[config.mk]
export PLATFORM = sky130hd
export DESIGN_NAME = sx_reg_mux
export DESIGN_NICKNAME = d
export VERILOG_FILES = /design/src/rtl/sx_reg_mux.sv
export SDC_FILE = /design/constraint.sdc
export NUM_CORES = 1
export LEC_CHECK = 0
export ABC_AREA = 1
export ABC_CLOCK_PERIOD_IN_PS = 1000
export CAP_MARGIN = 10
export CORE_ASPECT_RATIO = 1.25
export CORE_MARGIN = 4
export CORE_UTILIZATION = 39
export CTS_BUF_LIST = sky130_fd_sc_hd__clkbuf_16
export DETAILED_ROUTE_END_ITERATION = 6
export MAX_ROUTING_LAYER = met4
export PLACE_DENSITY_LB_ADDON = 0.12
export SLEW_MARGIN = 25
export SYNTH_ARGS = -nofsm -noshare
export SYNTH_HDL_FRONTEND = slang
export SYNTH_SLANG_ARGS = --single-unit
export TNS_END_PERCENT = 20
[constraint.sdc]
create_clock -name clk -period 1 [get_ports clk]
set_input_delay 0.1 -clock clk [delete_from_list [all_inputs] [get_ports clk]]
set_output_delay 0.1 -clock clk [all_outputs]
set_load 0.01 [all_outputs]
[src/rtl/sx_reg_mux.sv]
// sx_reg_mux -- 4:1 word select followed by a DEPTH-stage elastic register pipe.
//
// A word is chosen from d0..d3 by two select terms:
//   sel_lo = a0 & a1,  sel_hi = b0 | b1,  word = d[{sel_hi,sel_lo}].
// The chosen word enters stage 0 on accept (in_valid & in_ready). It then moves
// toward out (stage DEPTH-1) with valid/ready handshaking. Empty stages are
// refilled as soon as possible, so bubbles do not persist.
//
// Ports
//   clk                 rising-edge clock
//   CLR                 synchronous active-high clear of every stage (data and valid)
//   d0..d3 [WIDTH]      candidate words
//   a0,a1,b0,b1         select terms, sampled together with the data
//   in_valid/in_ready   upstream handshake
//   out [WIDTH]         registered selected word
//   out_valid/out_ready downstream handshake
//   xfer_cnt [16]       wrapping count of delivered words
//                       (present only when SX_REG_MUX_CNT_EN is defined)
//
// Optional feature macro: SX_REG_MUX_CNT_EN

module sx_reg_mux #(
  parameter int WIDTH = 8,
  parameter int DEPTH = 2
) (
  input  logic             clk,
  input  logic             CLR,
  input  logic [WIDTH-1:0] d0,
  input  logic [WIDTH-1:0] d1,
  input  logic [WIDTH-1:0] d2,
  input  logic [WIDTH-1:0] d3,
  input  logic             a0,
  input  logic             a1,
  input  logic             b0,
  input  logic             b1,
  input  logic             in_valid,
  output logic             in_ready,
  output logic [WIDTH-1:0] out,
  output logic             out_valid,
  input  logic             out_ready
`ifdef SX_REG_MUX_CNT_EN
  ,
  output logic [15:0]      xfer_cnt
`endif
);

  logic                        w_sel_lo, w_sel_hi;
  logic [WIDTH-1:0]            w_word;
  logic [DEPTH-1:0]            r_vld;    // per-stage valid bits
  logic [DEPTH-1:0][WIDTH-1:0] r_data;   // per-stage data
  logic [DEPTH-1:0]            w_ld;     // stage k takes its source this cycle
  logic [DEPTH-1:0]            w_src_v;  // valid feeding stage k
  logic [DEPTH-1:0][WIDTH-1:0] w_src_d;  // data feeding stage k

  always_comb begin
    w_sel_lo = a0 & a1;
    w_sel_hi = b0 | b1;
    case ({w_sel_hi, w_sel_lo})
      2'b11:   w_word = d3;
      2'b10:   w_word = d2;
      2'b01:   w_word = d1;
      default: w_word = d0;
    endcase
  end

  // Load enables are resolved from the output backward. A stage loads when it
  // is empty or when its contents are leaving. The ready signal therefore
  // ripples through every stage in one cycle, which gives full throughput and
  // lets bubbles collapse immediately.
  always_comb begin
    logic w_go;
    w_ld = '0;
    w_go = out_ready;
    for (int k = DEPTH - 1; k >= 0; k--) begin
      w_ld[k] = ~r_vld[k] | w_go;
      w_go    = w_ld[k];
    end
  end

  always_comb begin
    w_src_v    = '0;
    w_src_d    = '0;
    w_src_v[0] = in_valid;
    w_src_d[0] = w_word;
    for (int k = 1; k < DEPTH; k++) begin
      w_src_v[k] = r_vld[k-1];
      w_src_d[k] = r_data[k-1];
    end
  end

  assign in_ready  = w_ld[0];
  assign out       = r_data[DEPTH-1];
  assign out_valid = r_vld[DEPTH-1];

  // Data is updated only when a real word arrives. A bubble clears the valid
  // bit but keeps the old data, which avoids needless toggling.
  always_ff @(posedge clk) begin
    if (CLR) begin
      r_vld  <= '0;
      r_data <= '0;
    end else begin
      for (int k = 0; k < DEPTH; k++) begin
        if (w_ld[k]) begin
          r_vld[k] <= w_src_v[k];
          if (w_src_v[k]) r_data[k] <= w_src_d[k];
        end
      end
    end
  end

`ifdef SX_REG_MUX_CNT_EN
  logic [15:0] r_cnt;

  always_ff @(posedge clk) begin
    if (CLR)                        r_cnt <= '0;
    else if (out_valid && out_ready) r_cnt <= r_cnt + 16'd1;
  end

  assign xfer_cnt = r_cnt;
`endif

endmodule

Yosys cells after proc, flatten, opt, wreduce, memory -nomap -nowiden
Index checks and enable logic that the tools add are counted.
{ "word_totals": {"inputBits": 40, "register_bits": 18, "out_inout_bits": 10, "elab_cells": 16} }
{ "classes": {"bitwise": 6, "eq_ne": 3, "n_mux": 1, "reduce_logical": 2} }
{ "op_table": {"columns": ["cell", "n"], "rows": [
  ["$pmux 8 s3", 1],
  ["$eq 2x2->1 const B", 2],
  ["$reduce_and 2->1", 2],
  ["$or 1x1->1", 3],
  ["$eq 2x1->1 const B", 1],
  ["$not 1->1", 2],
  ["$and 1x1->1", 1]
]} }

Longest topological paths before layout
{ "logic_depth": {"word_depth": 4, "ltp_mapped": 7, "mapped_depth_nobuf": 6} }

Least setup slack after synthesis
Ideal clock, no wire load.
{ "synth_path": {"path_type": "register -> register", "start": "register r_vld[1]", "end": "register r_data[2] (netlist bit)", "required_time_ns": 0.880, "slack_ns": -0.070, "arrival_ns": 0.950, "path_stages_with_launch": 7, "period_less_slack_ns": 1.070, "path_buffers": 1, "setup_ns": 0.120, "cell_sequence": "dfxtp_1 nand3_2 nand2_2 buf_4 nor2_1 nand2_1 a21oi_2"} }
{ "synth_via": {"elab_chain_cells": 4} }
{ "synth_lines": {"columns": ["element", "line_no", "text"], "rows": [
  ["start: declaration", "49", "logic [DEPTH-1:0] r_vld;"],
  ["start signal: indexed assignment", "104", "r_vld[k] <= w_src_v[k];"],
  ["$not 1->1", "75", "w_ld[k] = ~r_vld[k] | w_go;"],
  ["$or 1x1->1 (2 in a row)", "75", null],
  ["named net in_ready", "37", "output logic in_ready,"],
  ["$reduce_and 2->1 (no line)", null, null],
  ["end signal: indexed assignment", "105", "if (w_src_v[k]) r_data[k] <= w_src_d[k];"],
  ["end: declaration", "50", "logic [DEPTH-1:0][WIDTH-1:0] r_data;"]
]} }
The timed path passes the listed nets, and every way through them passes these cells.
A chain may end at the register's enable or synchronous reset.

Worst setup path after layout
{ "layout_path": {"start": "register r_vld[0]", "end": "register r_data[0] (netlist bit)"} }
{ "layout_via": {"elab_chain_cells": 3} }
{ "layout_lines": {"columns": ["element", "line_no"], "rows": [
  ["$not 1->1", "75"],
  ["$or 1x1->1", "75"],
  ["$reduce_and 2->1 (no line)", null]
]} }
No other way between the ends.

==> summary.log <==
INFO  outcome        outcome=complete, no violations
INFO  pwr            comb_power_share=24.2%
INFO  clock_network  clock_sink_count=18
INFO  place          port-buffer-count=49
INFO  place          globalplace.congestion=0.743
INFO  pwr            power.density_cell_area=1220mW/mm^2
INFO  floorplanning  initial_utilization=40.5%
INFO  hold_path      timing.hold.worst_path_depth=4
INFO  critical_path  crit_path_start_kind=flip-flop
INFO  synthesis      synth_top_cell_area_share=37.0%
INFO  route          drtAntennaViolNets=0
INFO  grt            grt_antenna_before_repair=0
INFO  hold_path      min_path_type=input port to flip-flop
INFO  hold_path      worstHoldEndpoint=r_vld[1]
INFO  cells_and_area insertedDiodeCount=0
INFO  route          drc_errors=0
INFO  timing         finClkSkew=0.00223ns
INFO  timing         clock.fmax=1010MHz
INFO  cells_and_area mostFrequentLayoutCell=clkdlybuf4s50_1
INFO  grt            grt_first_pass_wirelength=3.81mm
INFO  synthesis      synth_compound_gate_area_share=16.3%
INFO  clock_network  cts-root-buf=clkbuf_16
INFO  cells_and_area most-common-layout-cells=34 x clkdlybuf4s50_1, 23 x nor2_1, 18 x nand3_1
INFO  synthesis      synthesis.area_per_instance=6.86squm
INFO  critical_path  reg2reg_slack=0.008ns
INFO  critical_path  worst-setup-path-type=flip-flop to flip-flop
INFO  floorplanning  pin_count=50
INFO  timing         layout_min_cycle_time=0.992ns
INFO  grt            overflow=0
INFO  cells_and_area drive_above_1_share=22.9%
INFO  place          post-dp-hpwl=1.93mm
INFO  pwr            maximum_vdd_drop=0.719mV
INFO  critical_path  worst-endpoint-arrival=1.17ns
INFO  floorplanning  core_area=0.00240sqmm
INFO  route          wire_per_inst=10.8um
INFO  cells_and_area syn_to_final_growth=74.7%
INFO  timing         finalSetupViolations=0
INFO  critical_path  reg2reg_from=r_vld[0]
INFO  clock_network  worstSkewPairLatency=0.24ns
INFO  synthesis      main_combinational_cell_family_by_area_after_synthesis=simple AND/OR/NAND/NOR gates
INFO  timing         report.final.hold_viol_count=0
INFO  grt            grt_start_max_net_pins=13
INFO  synthesis      synth-adder-area-share=0%
INFO  route          vias=1052
INFO  clock_network  clock_tree_from_tritoncts=yes
INFO  pwr            power_switching_share=23.6%
INFO  synthesis      synth_cells=142
INFO  synthesis      synth_fp_nets=182
INFO  clock_network  cts_made_buffers=3
INFO  timing         final.setup.tns=0ns
INFO  synthesis      synth-warning-count=0
INFO  synthesis      post_synth_instance_area=973squm
INFO  timing         timing_worst_slew_pin_value=0.239ns
INFO  clock_network  clkSlewWorstSetupHoldPaths=0.05ns
INFO  timing         maxSlewHeadroom=84.0%
INFO  route          initialDrtViolationCount=9
INFO  floorplanning  die_height=63.9um
INFO  grt            grt_usage=14.9%
INFO  floorplanning  rows=20
INFO  critical_path  critical_path.endpoint_type=flip-flop
INFO  cells_and_area final_nets=233
INFO  clock_network  number_of_hold_repair_buffers_added_at_the_cts_stage=0
INFO  synthesis      multiplexer_share_of_the_synthesized_area=0%
INFO  route          drt_via_density=4.68
INFO  floorplanning  die-width=52.7um
INFO  timing         post-route-period-util=99.2%
INFO  synthesis      synth-simple-area-share=35.0%
INFO  clock_network  max-clock-path-buffers=2
INFO  critical_path  worstPathRequired=1.18ns
INFO  critical_path  worst_r2r_path_cells=6
INFO  critical_path  regToRegEndpoint=r_data[0]
INFO  synthesis      synth.yosys.seq_area_share=37.0%
INFO  hold_path      hold_path.startpoint=out_ready
INFO  pwr            static_leakage=0.750nW
INFO  synthesis      post_synth_xor_xnor_area=0%
INFO  synthesis      synth.top_cells.by_area=dfxtp_1 37%, nor2_1 11%, nand3_1 9.3%
INFO  synthesis      register_bit_total_from_synthesis=18
INFO  timing         final-max-slew-violation-count=0
INFO  route          detail_route.first_pass.iterations=4
INFO  pwr            p_seq_share=38.4%
INFO  route          detail_route.wirelength=2.43mm
INFO  flow_run       max_cap_violations=0
INFO  pwr            power_report.internal_total=1.59mW
INFO  grt            vias_in_the_first_global_route=1026
INFO  synthesis      most_area_hungry_cell_type_in_the_yosys_netlist=dfxtp_1
INFO  pwr            p_switching=0.488mW
INFO  critical_path  timing.critical_path.fanout_max=6
INFO  floorplanning  design.die.area=0.00336sqmm
INFO  synthesis      ys_types=16
INFO  pwr            power.clock.fraction=37.3%
INFO  clock_network  cts_max_level=1
INFO  timing         rsz_0062_raised_after_global_routing=true
INFO  pwr            total_power=2.07mW
## flip-flops by register name (all words and copies together) (netlist names)
register,cells
r_data,8
r_vld,2
out,8
## stage by stage
stage / instance area [sq um] / hold WS (ns) / setup slack [ns] / util [%] / instances
after floorplan: 982 / 0.321 / 0.00964 / - / 142
after global placement: 1490 / 0.448 / -0.336 / 62.1 / 219
after detailed placement: 1490 / 0.463 / -0.373 / 62.1 / 219
after CTS: 1560 / 0.471 / -0.0691 / 64.9 / 223
after global routing: 1700 / 0.247 / -0.0565 / 70.8 / 225
final: 1700 / 0.213 / 0.00826 / 70.8 / 225
## worst max-delay path by stage
| stage | from | end | slack [ns] | cells after the start |
|---|---|---|---|---|
| floorplan | r_vld[1] | r_data[2] | 0.01 | 6 |
| global placement | out_ready | out[5] | -0.34 | 7 |
| detailed placement | out_ready | out[4] | -0.37 | 7 |
| CTS | b0 | r_data[6] | -0.07 | 7 |
| global route | r_vld[0] | r_data[0] | -0.06 | 6 |
| finish | r_vld[0] | r_data[0] | 0.008 | 6 |
## timing repair
| action | CTS | global route |
|---|---|---|
| pin swaps | 0 | 15 |
| gates cloned | 0 | 1 |
| endpoints found under the setup margin | 26 | 17 |
| resized for setup | 21 | 38 |
| buffers inserted | 0 | 1 |
## logic make-up (layout without fill, tap and decap cells)
logic type             Yosys count  count (layout)
AOI/OAI and AO/OA               28              28
buffers and inverters           19              69
DFF                             18              18
and+or+nand+nor                 77              77
## critical path, cell delays in order, from the launching register on
cell and delay (ns):
dfxtp_4 0.35, nand3_4 0.09, nand2_4 0.08, buf_12 0.15, nor2_2 0.09, nand2_1 0.07, a21oi_2 0.11
## power by group through the flow
stage / combinational, mW / clock (mW) / sequential [mW]
after detailed placement: 0.455 / 0 / 0.811
after global placement: 0.444 / 0 / 0.808
final: 0.503 / 0.774 / 0.797
after floorplan: 0.228 / 0 / 0.806
after CTS: 0.444 / 0.795 / 0.797
after global routing: 0.551 / 0.829 / 0.803
## synth_stat cells, drive strengths merged
library cell,count
nor2,30
o21ai,18
or2,2
buf,12
a21oi,10
nand3,19
dfxtp,18
inv,7
nand2,26
## routing by layer
metal  vias up  global-route usage [%]  share of wire [%]
met5         -                       -                  0
met4         0                    7.67                1.2
met3         2                    1.86                4.8
met2        36                    28.1                 56
met1       459                    13.9                 38
li1        555                       -                  -
## area by class of cell
type	instances	area [sq um]
Clock inverter	1	3.75
Timing Repair Buffer	58	597
Tap cell	33	41.3
Clock buffer	3	75.1
Inverter	7	28.8
Sequential cell	18	365
Multi-Input combinational cell	105	589
Fill cell	212	702
Power figures use the tool's default switching activity.
